File: src/rtl/multicycle_ctrl_pkg.sv
// multicycle_pkg: state encoding, opcode and ALUOp constants for the multicycle LEGv8 control FSM
package multicycle_pkg;

    typedef enum logic [3:0] {
        S_IDLE   = 4'd0,
        S_FETCH  = 4'd1,
        S_DECODE = 4'd2,
        S_MEMADR = 4'd3,
        S_MEMRD  = 4'd4,
        S_MEMWB  = 4'd5,
        S_MEMWR  = 4'd6,
        S_EXEC   = 4'd7,
        S_ALUWB  = 4'd8,
        S_BRANCH = 4'd9,
        S_FAULT  = 4'd15
    } state_t;

    localparam logic [10:0] OP_LDUR     = 11'b11111000010;
    localparam logic [10:0] OP_STUR     = 11'b11111000000;
    localparam logic [7:0]  OP_CBZ_MSB8 = 8'b10110100;
    localparam logic [10:0] OP_ADD      = 11'b10001011000;
    localparam logic [10:0] OP_SUB      = 11'b11001011000;
    localparam logic [10:0] OP_AND      = 11'b10001010000;
    localparam logic [10:0] OP_ORR      = 11'b10101010000;

    localparam logic [1:0] ALUOP_ADD   = 2'b00;
    localparam logic [1:0] ALUOP_PASSB = 2'b01;
    localparam logic [1:0] ALUOP_RTYPE = 2'b10;

    // Where DECODE goes for a given opcode; anything unrecognised traps.
    function automatic state_t decode_op(input logic [10:0] op);
        if (op == OP_LDUR || op == OP_STUR)
            return S_MEMADR;
        if (op[10:3] == OP_CBZ_MSB8)
            return S_BRANCH;
        if (op == OP_ADD || op == OP_SUB || op == OP_AND || op == OP_ORR)
            return S_EXEC;
        return S_FAULT;
    endfunction

endpackage

File: src/rtl/multicycle_ctrl_if.sv
// multicycle_ctrl_if: control bus between the multicycle FSM and the LEGv8 datapath
interface multicycle_ctrl_if #(
    parameter int CNT_W = 32
);
    logic [10:0]      Op;
    logic             Zero;
    logic             MemReady;
    logic             PCWrite;
    logic             PCSrc;
    logic             IRWrite;
    logic             IorD;
    logic             Reg2Loc;
    logic             ALUSrc;
    logic [1:0]       ALUOp;
    logic             MemRead;
    logic             MemWrite;
    logic             MemtoReg;
    logic             RegWrite;
    logic             Fault;
    logic [CNT_W-1:0] InstrCount;
    logic [3:0]       State;

    modport master (
        input  Op, Zero, MemReady,
        output PCWrite, PCSrc, IRWrite, IorD, Reg2Loc, ALUSrc, ALUOp,
               MemRead, MemWrite, MemtoReg, RegWrite, Fault, InstrCount, State
    );

    modport slave (
        output Op, Zero, MemReady,
        input  PCWrite, PCSrc, IRWrite, IorD, Reg2Loc, ALUSrc, ALUOp,
               MemRead, MemWrite, MemtoReg, RegWrite, Fault, InstrCount, State
    );
endinterface

File: src/rtl/multicycle_ctrl_mem_wait_timer.sv
// mem_wait_timer: counts cycles a memory state has waited for MemReady and flags the last allowed one
module mem_wait_timer #(
    parameter int TIMEOUT = 15
) (
    input  logic clk,
    input  logic reset,
    input  logic clear_i,
    input  logic en_i,
    output logic expired_o
);
    localparam int W = TIMEOUT > 1 ? $clog2(TIMEOUT) : 1;

    logic [W-1:0] cnt_q, cnt_d;

    assign expired_o = cnt_q == W'(TIMEOUT - 1);

    // Saturate at the last allowed value; the FSM leaves the state on that cycle anyway.
    always_comb cnt_d = clear_i ? '0 : (en_i && !expired_o) ? cnt_q + 1'b1 : cnt_q;

    // Counter register.
    always_ff @(posedge clk or negedge reset)
        if (!reset)
            cnt_q <= '0;
        else
            cnt_q <= cnt_d;
endmodule

File: src/rtl/multicycle_ctrl.sv
// multicycle_ctrl: LEGv8 multicycle control FSM with memory-wait timeout, retire counter and sticky fault
module multicycle_ctrl
    import multicycle_pkg::*;
#(
    parameter int TIMEOUT = 15,
    parameter int CNT_W   = 32
) (
    input logic              clk,
    input logic              reset,
    multicycle_ctrl_if.master bus
);
    state_t           state_q, state_d;
    logic [CNT_W-1:0] cnt_q, cnt_d;
    logic             retire, wait_st, tmo, tmr_clr, tmr_en;

    assign wait_st = state_q inside {S_FETCH, S_MEMRD, S_MEMWR};
    assign tmr_en  = wait_st && !bus.MemReady;
    assign tmr_clr = state_d != state_q && state_d inside {S_FETCH, S_MEMRD, S_MEMWR};
    assign cnt_d   = cnt_q + CNT_W'(retire);

    assign bus.State      = state_q;
    assign bus.InstrCount = cnt_q;

    mem_wait_timer #(.TIMEOUT(TIMEOUT)) u_timer (
        .clk       (clk),
        .reset     (reset),
        .clear_i   (tmr_clr),
        .en_i      (tmr_en),
        .expired_o (tmo)
    );

    // Next state, Moore/Mealy control outputs and retire strobe.
    always_comb begin
        state_d      = state_q;
        retire       = 1'b0;
        bus.PCWrite  = 1'b0;
        bus.PCSrc    = 1'b0;
        bus.IRWrite  = 1'b0;
        bus.IorD     = 1'b0;
        bus.Reg2Loc  = 1'b0;
        bus.ALUSrc   = 1'b0;
        bus.ALUOp    = ALUOP_ADD;
        bus.MemRead  = 1'b0;
        bus.MemWrite = 1'b0;
        bus.MemtoReg = 1'b0;
        bus.RegWrite = 1'b0;
        bus.Fault    = 1'b0;
        case (state_q)
            S_IDLE: state_d = S_FETCH;
            S_FETCH: begin
                bus.MemRead = 1'b1;
                bus.IRWrite = bus.MemReady;
                bus.PCWrite = bus.MemReady;
                state_d     = bus.MemReady ? S_DECODE : tmo ? S_FAULT : S_FETCH;
            end
            S_DECODE: state_d = decode_op(bus.Op);
            S_MEMADR: begin
                bus.ALUSrc  = 1'b1;
                bus.Reg2Loc = bus.Op == OP_STUR;
                state_d     = bus.Op == OP_STUR ? S_MEMWR : S_MEMRD;
            end
            S_MEMRD: begin
                bus.MemRead = 1'b1;
                bus.IorD    = 1'b1;
                bus.ALUSrc  = 1'b1;
                state_d     = bus.MemReady ? S_MEMWB : tmo ? S_FAULT : S_MEMRD;
            end
            S_MEMWB: begin
                bus.MemtoReg = 1'b1;
                bus.RegWrite = 1'b1;
                retire       = 1'b1;
                state_d      = S_FETCH;
            end
            S_MEMWR: begin
                bus.MemWrite = 1'b1;
                bus.IorD     = 1'b1;
                bus.ALUSrc   = 1'b1;
                bus.Reg2Loc  = 1'b1;
                retire       = bus.MemReady;
                state_d      = bus.MemReady ? S_FETCH : tmo ? S_FAULT : S_MEMWR;
            end
            S_EXEC: begin
                bus.ALUOp = ALUOP_RTYPE;
                state_d   = S_ALUWB;
            end
            S_ALUWB: begin
                bus.ALUOp    = ALUOP_RTYPE;
                bus.RegWrite = 1'b1;
                retire       = 1'b1;
                state_d      = S_FETCH;
            end
            S_BRANCH: begin
                bus.Reg2Loc = 1'b1;
                bus.ALUOp   = ALUOP_PASSB;
                bus.PCSrc   = 1'b1;
                bus.PCWrite = bus.Zero;
                retire      = 1'b1;
                state_d     = S_FETCH;
            end
            S_FAULT: bus.Fault = 1'b1;
            default: state_d = S_FAULT;
        endcase
    end

    // State and retired-instruction counter registers.
    always_ff @(posedge clk or negedge reset)
        if (!reset) begin
            state_q <= S_IDLE;
            cnt_q   <= '0;
        end else begin
            state_q <= state_d;
            cnt_q   <= cnt_d;
        end
endmodule

File: src/flat_wrapper.sv
// flat-port wrapper written by rule: the top's interface ports become plain ports
module multicycle_ctrl_flat import multicycle_pkg::*;
#(
    parameter int TIMEOUT = 15,
    parameter int CNT_W   = 32
)
  (clk, reset, bus_Op, bus_Zero, bus_MemReady, bus_PCWrite, bus_PCSrc, bus_IRWrite, bus_IorD, bus_Reg2Loc, bus_ALUSrc, bus_ALUOp, bus_MemRead, bus_MemWrite, bus_MemtoReg, bus_RegWrite, bus_Fault, bus_InstrCount, bus_State);
  multicycle_ctrl_if #(.CNT_W(CNT_W)) bus_i ();
  input logic clk;
  input logic reset;
  input wire logic [$bits(bus_i.Op)-1:0] bus_Op;
  input wire logic [$bits(bus_i.Zero)-1:0] bus_Zero;
  input wire logic [$bits(bus_i.MemReady)-1:0] bus_MemReady;
  output wire logic [$bits(bus_i.PCWrite)-1:0] bus_PCWrite;
  output wire logic [$bits(bus_i.PCSrc)-1:0] bus_PCSrc;
  output wire logic [$bits(bus_i.IRWrite)-1:0] bus_IRWrite;
  output wire logic [$bits(bus_i.IorD)-1:0] bus_IorD;
  output wire logic [$bits(bus_i.Reg2Loc)-1:0] bus_Reg2Loc;
  output wire logic [$bits(bus_i.ALUSrc)-1:0] bus_ALUSrc;
  output wire logic [$bits(bus_i.ALUOp)-1:0] bus_ALUOp;
  output wire logic [$bits(bus_i.MemRead)-1:0] bus_MemRead;
  output wire logic [$bits(bus_i.MemWrite)-1:0] bus_MemWrite;
  output wire logic [$bits(bus_i.MemtoReg)-1:0] bus_MemtoReg;
  output wire logic [$bits(bus_i.RegWrite)-1:0] bus_RegWrite;
  output wire logic [$bits(bus_i.Fault)-1:0] bus_Fault;
  output wire logic [$bits(bus_i.InstrCount)-1:0] bus_InstrCount;
  output wire logic [$bits(bus_i.State)-1:0] bus_State;
  assign bus_i.Op = bus_Op;
  assign bus_i.Zero = bus_Zero;
  assign bus_i.MemReady = bus_MemReady;
  assign bus_PCWrite = bus_i.PCWrite;
  assign bus_PCSrc = bus_i.PCSrc;
  assign bus_IRWrite = bus_i.IRWrite;
  assign bus_IorD = bus_i.IorD;
  assign bus_Reg2Loc = bus_i.Reg2Loc;
  assign bus_ALUSrc = bus_i.ALUSrc;
  assign bus_ALUOp = bus_i.ALUOp;
  assign bus_MemRead = bus_i.MemRead;
  assign bus_MemWrite = bus_i.MemWrite;
  assign bus_MemtoReg = bus_i.MemtoReg;
  assign bus_RegWrite = bus_i.RegWrite;
  assign bus_Fault = bus_i.Fault;
  assign bus_InstrCount = bus_i.InstrCount;
  assign bus_State = bus_i.State;
  multicycle_ctrl #(.TIMEOUT(TIMEOUT), .CNT_W(CNT_W)) u_core (.clk(clk), .reset(reset), .bus(bus_i));
endmodule
File: config.mk
export PLATFORM = sky130hd
export DESIGN_NAME = multicycle_ctrl_flat
export DESIGN_NICKNAME = d
export VERILOG_FILES = /design/src/rtl/multicycle_ctrl_pkg.sv /design/src/rtl/multicycle_ctrl_if.sv /design/src/rtl/multicycle_ctrl_mem_wait_timer.sv /design/src/rtl/multicycle_ctrl.sv /design/src/flat_wrapper.sv
export SDC_FILE = /design/constraint.sdc
export NUM_CORES = 1
export LEC_CHECK = 0
export ABC_AREA = 1
export CORE_MARGIN = 8
export CORE_UTILIZATION = 49
export CTS_CLUSTER_SIZE = 14
export DETAILED_ROUTE_END_ITERATION = 6
export PLACE_DENSITY = 0.91
export SLEW_MARGIN = 30
export SYNTH_ARGS = -nofsm -noshare
export SYNTH_HDL_FRONTEND = slang
export SYNTH_HIERARCHICAL = 1
export SYNTH_SLANG_ARGS = --single-unit
File: constraint.sdc
create_clock -name clk -period 3.1 [get_ports clk]
set_input_delay 0.31 -clock clk [delete_from_list [all_inputs] [get_ports clk]]
set_output_delay 0.31 -clock clk [all_outputs]
set_load 0.05 [all_outputs]
# Word level (Yosys, flattened, before mapping)
# Index checks and enable logic that the tools add are counted.
dict set report op_classes {
  addsub 2
  n_eq_ne 22
  muxes 38
  n_reduce_logical 21
}
# op n
set ops {}
lappend ops {{equality test 11 bit (second input constant)} 6}
lappend ops {{two-way mux 4 bit} 14}
lappend ops {{adder 32 x 1 -> 32 bit} 1}
lappend ops {{case mux 4 bit (8 select lines)} 1}
lappend ops {{equality test 4 x 3 -> 1 bit (second input constant)} 6}
lappend ops {{two-way mux 1 bit} 18}
lappend ops {{equality test 4 bit (second input constant)} 4}
lappend ops {{OR reduction 2 bit} 5}
lappend ops {{equality test 4 x 1 -> 1 bit (second input constant)} 2}
lappend ops {{equality test 4 x 2 -> 1 bit (second input constant)} 2}
lappend ops {{equality test 8 bit (second input constant)} 1}
lappend ops {{case mux 1 bit (2 select lines)} 3}
lappend ops {{nonzero test 3 bit} 2}
lappend ops {{OR reduction 3 bit} 2}
lappend ops {{adder 4 x 1 -> 4 bit (second input constant)} 1}
lappend ops {{logical NOT 4 bit} 1}
lappend ops {{logical OR 1 bit} 4}
lappend ops {{!= test 4 bit} 1}
lappend ops {{case mux 2 bit (2 select lines)} 1}
lappend ops {{OR reduction 4 bit} 1}
lappend ops {{logical AND 1 bit} 3}
lappend ops {{logical NOT 1 bit} 2}
lappend ops {{two-way mux 2 bit} 1}
lappend ops {{nonzero test 2 bit} 1}
dict set report word_totals {
  ff_bits 40
  out_inout_bits 49
  elab_cells 86
}

# Longest topological paths before layout
# Gate-level depths: netlist (run 1).
dict set report depth {
  word_depth 17
  ltp_mapped 19
  ltp_nobuf 19
}

# By module
# Netlist (run 1), hierarchy kept.
# module instances cells_each area_each_um2 seq_area_each_um2
set modules_own_cells {}
lappend modules_own_cells {multicycle_ctrl 1 290 2193.4 900.9}
lappend modules_own_cells {mem_wait_timer 1 32 249.0 100.1}

# Least setup slack after synthesis (run 1)
# Ideal clock, no wire load.
dict set report synth_path {
  kind {register to register}
  start {register u_core.state_q[0] (netlist: u_core/bus.State[0])}
  end {register u_core.cnt_q[28] (netlist: u_core/bus.InstrCount[28])}
  arrival_ns 3.425
  t_required_ns 2.959
  path_slack_ns -0.466
  stages_incl_launch_ff 14
  n_path_buf 0
  period_less_slack_ns 3.566
  path_cell_list {dfrtp_1 > inv_1 > nor3_2 > inv_1 > nand2_1 > a211o_1 > ha_1 > ha_1 > nand2_1 > nor2_4 > nand3_4 > nor3_2 > nand3_1 > xnor2_1}
}
dict set report synth_between {
  elab_chain_cells 4
  word_cells_on_any_way 7
  cone_classes {add/sub (1); eq/ne (4); mux (1); reduce/logical (1)}
}
# element line_no
set synth_rtl {}
lappend synth_rtl {{start: declaration} multicycle_ctrl.sv:12} ;# state_t state_q, state_d;
lappend synth_rtl {{start signal: assignment} multicycle_ctrl.sv:111} ;# state_q <= state_d;
lappend synth_rtl {{equality test 4 x 3 -> 1 bit / equality test 4 bit (equally long branches)} multicycle_ctrl.sv:48} ;# case (state_q)
lappend synth_rtl {{OR reduction 3 bit (no line)} n/a}
lappend synth_rtl {{case mux 1 bit (2 select lines) (*)} multicycle_ctrl.sv:48}
lappend synth_rtl {{adder 32 x 1 -> 32 bit (*)} multicycle_ctrl.sv:19} ;# assign cnt_d = cnt_q + CNT_W'(retire);
lappend synth_rtl {{named net u_core.cnt_d[28]} multicycle_ctrl.sv:13} ;# logic [CNT_W-1:0] cnt_q, cnt_d;
lappend synth_rtl {{end signal: assignment} multicycle_ctrl.sv:112} ;# cnt_q <= cnt_d;
lappend synth_rtl {{end: declaration} multicycle_ctrl.sv:13}
# The timed path passes the listed nets; every way through them passes the cells marked *.
# A chain may end at the register's enable or synchronous reset.

# Worst setup path in the final report (run 1)
dict set report layout_path {
  start {register u_core.state_q[3] (netlist: u_core/bus.State[3])}
  end {register u_core.cnt_q[30] (netlist: u_core/bus.InstrCount[30])}
}
# Same word-level chain as after synthesis.

==> results of run 1 <==
-- cell type report --
type	count	area (µm²)
timing repair buffer	64	635.6
tap	67	83.83
clock buffer	7	86.33
multi-input combinational	238	1284
clock inverter	1	7.507
sequential	40	1005
fill	386	1489
inverter	43	163.9
-- registers in the layout, indices dropped and copies added (netlist names) --
signal	cells
u_core/bus.InstrCount	32
u_core/bus.State	4
u_core/u_timer/cnt_q	4
-- cell families after synthesis --
kind of cell | count (synthesis) | share of synthesized area (%)
buffers and inverters | 44 | 7.018
adder cells (fa/ha/maj) | 4 | 2.049
AND/OR/NAND/NOR | 191 | 36.53
AO/OA/AOI/OAI | 15 | 3.381
XOR/XNOR | 28 | 10.04
flip-flops | 40 | 40.98
-- per-stage QoR --
stage | total power, mW | area [µm²] | util, % | hold slack [ns]
final | 2.389 | 3266 | 68.68 | -0.01193
after global routing | 2.537 | 3266 | 68.68 | 0.01258
after CTS | 2.398 | 3263 | 68.63 | 0.1613
after detailed placement | 2.041 | 3169 | 66.66 | 0.4782
after global placement | 2.018 | 3169 | 66.66 | 0.4586
after floorplan | 1.637 | 2460 | - | 0.01441
-- cell usage in the layout (no fill, tap or decap), types with 5 or more instances in the layout --
cell | synthesis | final
a21oi_1 | 7 | 7
clkbuf_8 | 0 | 6
clkdlybuf4s50_1 | 0 | 62
dfrtp_1 | 40 | 37
inv_1 | 34 | 34
inv_2 | 6 | 6
nand2_1 | 77 | 76
nand2_2 | 8 | 9
nand3_1 | 18 | 18
nand4_1 | 9 | 9
nor2_1 | 51 | 49
nor3_1 | 11 | 11
o21ai_0 | 5 | 5
xor2_1 | 24 | 24
-- worst max path at each step --
| stage | from | end | cells past startpoint |
|---|---|---|---|
| detailed placement | u_core/bus.State[3] | u_core/bus.InstrCount[30] | 15 |
| CTS | u_core/bus.State[3] | u_core/bus.InstrCount[30] | 15 |
| global placement | u_core/bus.State[0] | u_core/bus.InstrCount[26] | 12 |
| floorplan | u_core/bus.State[3] | u_core/bus.InstrCount[28] | 14 |
| global route | u_core/bus.State[1] | u_core/bus.InstrCount[30] | 13 |
| finish | u_core/bus.State[3] | u_core/bus.InstrCount[30] | 15 |
-- metal layers --
metal / GRT usage [%] / vias to the layer above / share of wire, %
met1: 22.06 / 1089 / 43
met3: 4.159 / 14 / 8.5
met2: 27.92 / 120 / 46
met5: 0 / - / 0
li1: - / 1165 / -
met4: 6.573 / 0 / 1.7
-- power by group through the flow --
stage                     registers [mW]  logic [mW]  clock network [mW]
final                              0.699        1.34               0.354
after global routing               0.712        1.44               0.388
after CTS                          0.698        1.34               0.362
after detailed placement           0.708        1.33                   0
after global placement             0.702        1.32                   0
after floorplan                    0.898       0.740                   0
==> impl_metrics.py, run 1 <==
metrics = {
    "status": {
        "status": "finished with violations",
        "violations": "negative hold slack",
    },
    "power_and_ir_drop": {
        "swShare_pct": 49.93,
        "p_int_mw": 1.196,
        "netSwitchingPower_mw": 1.193,
        "power.density_mw_per_mm2": 731.5,
        "combPwrFrac_pct": 55.9,
        "p_clk_share_pct": 14.8,
        "irDropWorstVdd_mv": 0.6932,
        "seqPwrFrac_pct": 29.3,
        "leakage_nw": 1.588,
    },
    "setup_path": {
        "regToRegSetupSlack_ns": 0.41,
        "crit-reg2reg-capture": "u_core/bus.InstrCount[30]",
        "worstPathArrival_ns": 2.87,
        "cpPeakStageDelay_ns": 0.45,
        "path_delay_family": "simple AND/OR/NAND/NOR gates",
        "worst-setup-path-type": "register to register",
        "end_kind": "register",
        "cp_max_fo": 6,
        "cp-start-kind": "register",
        "r2r-start": "u_core/bus.State[3]",
        "critical_path_buf_inv_count": 2,
        "r2r_cells": 15,
        "slowest_stage": "dfrtp_2",
        "path_cells": "inv_2, nand2_2, nor3_4, inv_1, nand2_2, a211o_1, ha_1, ha_1, nand2_1, nor2_4, nand3_4, nor2_4, nand4_2, nor3_1, nor2_1",
        "cp_data_required_time_ns": 3.27,
    },
    "grt": {
        "grt_pass1_vias": 2291,
        "grt_max_degree": 41,
        "grt_pass1_wl_mm": 10.58,
        "antenna_found_initial": 0,
        "gr-total-overflow": 0,
        "grtUsageTotal_pct": 17.42,
    },
    "sta": {
        "setup_viol": 0,
        "worst_pin_slew_ns": 0.5234,
        "fin_crit_sh_pct": 86.88,
        "setup_slack_ns": 0.4069,
        "timing.fmax_mhz": 371.3,
        "slew_viol_final": 0,
        "hold_ws_ns": -0.01193,
        "final_hold_viol_count": 31,
        "fin_crit_ns": 2.693,
        "slew_headroom_pct": 64.99,
        "rsz0062_at_grt": "no",
        "skew_ns": 0.007000,
        "setup_tns_ns": 0,
    },
    "clock_tree": {
        "htree_levels": 2,
        "postCtsHoldBufs": 0,
        "cts_resized": 0,
        "cts_tree": "done",
        "path_clk_slew_ns": 0.08,
        "cts_made_buffers": 5,
        "cts_buffer_depth": 2,
        "clock_latency_ns": 0.29,
        "clock_sinks": 40,
        "cts_root_buffer": "clkbuf_8",
        "postCtsSetupBuffers": 0,
    },
    "placed_design": {
        "gp_congestion": 0.8960,
        "dp_slack_ns": 0.5257,
        "dpl.cell_count": 452,
        "io_buffers": 63,
        "dp_hpwl_mm": 5.122,
    },
    "floorplanning": {
        "pin_count": 64,
        "die-area_mm2": 0.007500,
        "rows": 25,
        "die_h_um": 86.60,
        "die_w_um": 86.60,
        "coreArea_mm2": 0.004755,
        "initial_utilization_pct": 51.37,
    },
    "drt": {
        "drt-initial-drc-count": 295,
        "totalWireLength_mm": 6.478,
        "routedWlPerCell_um": 14.08,
        "drt_pass1_iterations": 6,
        "vias_per_cell": 5.191,
        "num_vias": 2388,
        "drc": 0,
        "ant_nets": 0,
    },
    "finish": {
        "n_antenna_cell": 0,
        "layout.cells.non_filler": 460,
        "syn_to_final_growth_pct": 33.71,
        "final_layout_size_suffix_gt1_share_pct": 11.20,
        "final_nets": 411,
    },
    "synthesis": {
        "synthCells": 322,
        "synth_area_leaders": "dfrtp_1 41%, nand2_1 12%, xor2_1 8.6%",
        "synth_area_mm2": 0.002442,
        "ys.flop_type": "dfrtp_1",
        "avgSynthCellArea_um2": 7.585,
        "synth_most_common_cell": "nand2_1",
        "synth_edf_count": 0,
        "synth.distinct_cells": 30,
        "ys_warn_count": 6,
        "ys_seq_area_share_pct": 40.98,
        "async_reset_ff_share_pct": 100.0,
        "ys_ff_latch": 40,
        "syn-num-nets": 341,
        "synth_area_leader_cell": "dfrtp_1",
        "yosys-top-cells-count": "77 x nand2_1, 51 x nor2_1, 40 x dfrtp_1",
        "synth_top_area_share_pct": 40.98,
    },
    "job": {
        "maxCapViolCount": 0,
    },
    "worst_hold_path": {
        "hp-class": "input port to async pin",
    },
}
(Power assumes the default switching activity.)
==> run 2, diff against run 1 <==
Settings changed: CORE_UTILIZATION 49 to 60, DONT_BUFFER_PORTS set to 1, PLACE_DENSITY 0.91 to 0.87, SLEW_MARGIN 30 to unset.
==> run 2 against run 1 <==
The flow now finishes without violations. Global-route usage rose by 2.5 points. Sequential power rose by 20%. Sequential cell count did not move. Core utilization rose by 0.72 points. Cell area fell by 16%.
==> impl_metrics.py, run 2 (synthesis gave the netlist of run 1 again) <==
metrics = {
    "clock_tree": {
        "cts_buffer_depth": 2,
        "postCtsSetupBuffers": 0,
        "cts_made_buffers": 5,
        "cts_root_buffer": "clkbuf_8",
        "postCtsHoldBufs": 2,
        "path_clk_slew_ns": 0.08,
        "clock_latency_ns": 0.29,
        "cts_tree": "done",
        "cts_resized": 0,
        "htree_levels": 2,
        "clock_sinks": 40,
    },
    "drt": {
        "routedWlPerCell_um": 15.90,
        "totalWireLength_mm": 6.248,
        "drt-initial-drc-count": 117,
        "vias_per_cell": 5.628,
        "num_vias": 2212,
        "drt_pass1_iterations": 4,
        "ant_nets": 0,
        "drc": 0,
    },
    "sta": {
        "setup_tns_ns": 0,
        "fin_crit_sh_pct": 95.65,
        "setup_slack_ns": 0.1349,
        "timing.fmax_mhz": 337.3,
        "slew_headroom_pct": 58.01,
        "rsz0062_at_grt": "no",
        "setup_viol": 0,
        "fin_crit_ns": 2.965,
        "worst_pin_slew_ns": 0.6299,
        "slew_viol_final": 0,
        "final_hold_viol_count": 0,
        "skew_ns": 0.008430,
    },
    "worst_hold_path": {
        "hp-class": "input port to register",
        "hold_path.startpoint": "bus_MemReady",
        "min_to": "u_core/bus.State[0]",
        "whs_path_depth": 3,
    },
    "setup_path": {
        "crit-reg2reg-capture": "u_core/bus.InstrCount[30]",
        "r2r-start": "u_core/bus.State[2]",
        "cp_max_fo": 7,
        "regToRegSetupSlack_ns": 0.13,
        "cp_data_required_time_ns": 3.32,
        "r2r_cells": 15,
        "end_kind": "register",
        "cp-start-kind": "register",
        "worstPathArrival_ns": 3.18,
        "worst-setup-path-type": "register to register",
    },
    "finish": {
        "largest_reg_flops": 32,
        "finalCoreUtilization_pct": 69.41,
        "final_common_cell": "nand2_1",
        "syn_to_final_growth_pct": 12.86,
        "n_antenna_cell": 0,
        "final_layout_size_suffix_gt1_share_pct": 16.33,
        "final_nets": 361,
        "layout.cells.non_filler": 393,
        "layout_common_cells": "76 x nand2_1, 49 x nor2_1, 37 x dfrtp_1, 34 x inv_1, 24 x xor2_1",
    },
    "floorplanning": {
        "initial_utilization_pct": 61.50,
        "pin_count": 64,
        "die_w_um": 79.80,
        "die_h_um": 79.80,
        "coreArea_mm2": 0.003971,
        "die-area_mm2": 0.006368,
        "rows": 23,
    },
    "power_and_ir_drop": {
        "power.density_mw_per_mm2": 843.4,
        "leakage_nw": 1.444,
        "irDropWorstVdd_mv": 0.5958,
    },
    "placed_design": {
        "dpl.cell_count": 383,
        "dp_slack_ns": 0.3230,
        "gp_congestion": 0.9332,
        "io_buffers": 0,
        "dp_hpwl_mm": 4.774,
    },
    "grt": {
        "gr-total-overflow": 0,
        "grt_max_degree": 41,
        "antenna_found_initial": 0,
        "grt_pass1_wl_mm": 9.984,
        "grtUsageTotal_pct": 19.89,
        "grt_pass1_vias": 2118,
    },
    "job": {
        "maxCapViolCount": 0,
    },
    "status": {
        "status": "completed",
    },
}
-- run 2: power by group --
part           internal, mW  switching (mW)  leakage (nW)
Clock                 0.263           0.177        0.0614
Combinational         0.292           0.755         0.872
Sequential            0.596           0.242         0.510
-- run 2: critical path, cell delays in order, from the launching register on --
cell and delay (ns):
dfrtp_2 0.60, inv_2 0.06, nor2_1 0.17, nand2_1 0.18
nor2_2 0.15, a211o_1 0.16, ha_1 0.18, ha_1 0.20
nand2_1 0.12, nor2_4 0.22, nand3_4 0.14, nor2_4 0.14
nand4_2 0.13, nor2_1 0.19, nor2_1 0.09, nor2_1 0.14
-- run 2: worst max path at each step --
stage / startpoint / to / cells past startpoint
after CTS: u_core/bus.State[2] / u_core/bus.InstrCount[30] / 15
final: u_core/bus.State[2] / u_core/bus.InstrCount[30] / 15
after global routing: u_core/bus.State[2] / u_core/bus.InstrCount[30] / 15
after detailed placement: u_core/bus.State[2] / u_core/bus.InstrCount[30] / 15
after floorplan: u_core/bus.State[3] / u_core/bus.InstrCount[28] / 14
after global placement: u_core/bus.State[2] / u_core/bus.InstrCount[28] / 13
-- run 2: metrics by stage --
stage                     power [mW]  cell area [µm²]  hold slack [ns]
after floorplan                1.637             2460          0.01441
after global placement         1.866             2605          0.01627
after detailed placement       1.882             2605          0.01601
after CTS                      2.335             2756           0.3052
after global routing           2.481             2756           0.3128
final                          2.325             2756           0.3049
-- run 2: layout make-up --
type,instances,area (µm²)
Fill cell,324,1215
Timing Repair Buffer,14,120.1
Inverter,43,163.9
Tap cell,50,62.56
Multi-Input combinational cell,238,1284
Clock inverter,2,38.79
Clock buffer,6,82.58
Sequential cell,40,1005
-- run 2: metal layers --
layer  track usage, %  vias to the layer above  routed length (µm)
li1                 -                     1064                   -
met4            6.364                        0                  96
met2            36.02                      108                3205
met1            20.97                     1028                2315
met3            6.869                       12                 631
met5                0                        -                   0
==> run 3, diff against run 2 <==
Settings changed: MAX_ROUTING_LAYER set to met4.
==> run 3 against run 2 <==
Power is 0.52% lower. Worst hold slack worse by 0.041 ns. Critical path depth stayed put. Sequential share of layout area is 0.18 points higher. Sequential power is 0.5% lower. Count of clock-buffer cells in the layout stayed put. Die area stayed put. Clock power is 6.1% lower. Sequential cell count stayed put. Critical endpoint unchanged. Via count is 0.18% higher. Combinational power hardly changed. Maximum frequency is 4.2% higher. Largest power group unchanged.
==> impl_metrics.py, run 3 (synthesis gave the netlist of run 1 again) <==
metrics = {
    "finish": {
        "layout_common_cells": "76 x nand2_1, 49 x nor2_1, 37 x dfrtp_1, 34 x inv_1, 24 x xor2_1",
        "nFillCells": 328,
        "largest_reg_flops": 32,
        "final_layout_size_suffix_gt1_share_pct": 16.03,
        "final_common_cell": "nand2_1",
        "layout.cells.non_filler": 393,
        "syn_to_final_growth_pct": 12.30,
        "finalCoreUtilization_pct": 69.06,
        "n_antenna_cell": 0,
        "final_nets": 361,
        "stdcell_area_mm2": 0.002743,
    },
    "grt": {
        "grtUsageMet2_pct": 35.13,
        "busiest_layer": "met2",
        "antenna_found_initial": 0,
        "grt_pass1_wl_mm": 10.40,
        "grtUsageTotal_pct": 21.11,
        "use_met3_pct": 7.995,
        "grt_util_met1_pct": 22.52,
        "gr-total-overflow": 0,
        "grt_max_degree": 41,
        "grt_pass1_vias": 2198,
    },
    "setup_path": {
        "endpoint": "u_core/bus.InstrCount[30]",
        "worst-setup-path-type": "register to register",
        "r2r-start": "u_core/bus.State[2]",
        "cp-start-kind": "register",
        "worstPathArrival_ns": 3.07,
        "end_kind": "register",
        "startpoint": "u_core/bus.State[2]",
        "cp_max_fo": 7,
        "r2r_cells": 15,
        "regToRegSetupSlack_ns": 0.25,
        "crit-reg2reg-capture": "u_core/bus.InstrCount[30]",
        "cp_data_required_time_ns": 3.32,
    },
    "sta": {
        "timing.fmax_mhz": 351.4,
        "final_hold_viol_count": 0,
        "rsz0062_at_grt": "no",
        "fin_crit_ns": 2.846,
        "setup_viol": 0,
        "worst_pin_slew_ns": 0.6255,
        "skew_ns": 0.008213,
        "slew_viol_final": 0,
        "slew_headroom_pct": 58.30,
        "fin_crit_sh_pct": 91.80,
        "setup_tns_ns": 0,
    },
    "drt": {
        "totalWireLength_mm": 6.189,
        "drt_pass1_iterations": 4,
        "routedWlPerCell_um": 15.75,
        "vias_per_cell": 5.639,
        "drc": 0,
        "drt-initial-drc-count": 165,
        "num_vias": 2216,
        "ant_nets": 0,
    },
    "placed_design": {
        "placed_area_mm2": 0.002605,
        "io_buffers": 0,
        "gp_congestion": 0.8913,
        "dpl.cell_count": 383,
        "dp_hpwl_mm": 4.871,
    },
    "floorplanning": {
        "die-area_mm2": 0.006368,
        "die_w_um": 79.80,
        "initial_utilization_pct": 61.50,
        "die_h_um": 79.80,
        "pin_count": 64,
        "rows": 23,
        "coreArea_mm2": 0.003971,
    },
    "power_and_ir_drop": {
        "power.density_mw_per_mm2": 843.2,
        "leakage_nw": 1.438,
        "irDropWorstVdd_mv": 0.6203,
    },
    "clock_tree": {
        "clock_sinks": 40,
        "path_clk_slew_ns": 0.08,
        "postCtsHoldBufs": 2,
        "cts_tree": "done",
        "postCtsSetupBuffers": 0,
        "cts_root_buffer": "clkbuf_8",
        "cts_resized": 0,
        "htree_levels": 2,
        "cts_buffer_depth": 2,
        "cts_made_buffers": 5,
        "clock_latency_ns": 0.29,
    },
    "job": {
        "maxCapViolCount": 0,
    },
    "worst_hold_path": {
        "whs_path_depth": 2,
        "hp-class": "input port to register",
        "hold_path.startpoint": "bus_MemReady",
    },
    "status": {
        "status": "completed",
    },
}
run 3: area by class of cell:
class                           instances  area [µm²]  area share (%)
Clock inverter                          2       35.03           1.277
Tap cell                               50       62.56           2.281
Timing Repair Buffer                   14       120.1           4.380
Inverter                               43       163.9           5.976
Sequential cell                        40        1005           36.63
Multi-Input combinational cell        238        1284           46.81
Clock buffer                            6       72.57           2.646
run 3: where the power goes:
part | switching (mW) | total (mW) | leakage [nW] | internal, mW
registers | 0.238 | 0.834 | 0.510 | 0.596
clock network | 0.174 | 0.413 | 0.0552 | 0.239
logic | 0.774 | 1.07 | 0.872 | 0.292
total | 1.19 | 2.31 | 1.44 | 1.13
run 3: worst min-delay path by stage:
stage	end	slack, ns
global placement	u_core/bus.InstrCount[4]	0.02
CTS	u_core/bus.InstrCount[0]	0.26
finish	u_core/bus.InstrCount[0]	0.26
global route	u_core/bus.InstrCount[0]	0.27
floorplan	u_core/bus.InstrCount[0]	0.01
detailed placement	u_core/bus.InstrCount[5]	0.02
run 3: metal layers:
metal	vias up	wire length (µm)
met1	1023	2230
met3	15	652
met4	0	84
met5	-	0
li1	1073	-
met2	105	3222
run 3: through the flow:
step	hold slack, ns	setup slack (ns)	total power, mW
final	0.2642	0.2541	2.312
after global routing	0.2720	0.07307	2.469
after CTS	0.2584	0.2851	2.323
after detailed placement	0.01582	0.3173	1.891
after global placement	0.01622	0.4683	1.874
after floorplan	0.01441	0.05478	1.637
run 3: worst max-delay path, cell delays in order, from the launching register on:
cell     delay [ns]
dfrtp_2        0.61
inv_2          0.06
nor2_1         0.19
nand2_1        0.19
nor2_2         0.15
a211o_1        0.14
ha_1           0.18
ha_1           0.20
nand2_1        0.12
nor2_4         0.20
nand3_4        0.14
nor2_4         0.15
nand4_2        0.13
nor2_1         0.11
nor2_1         0.06
nor2_1         0.13
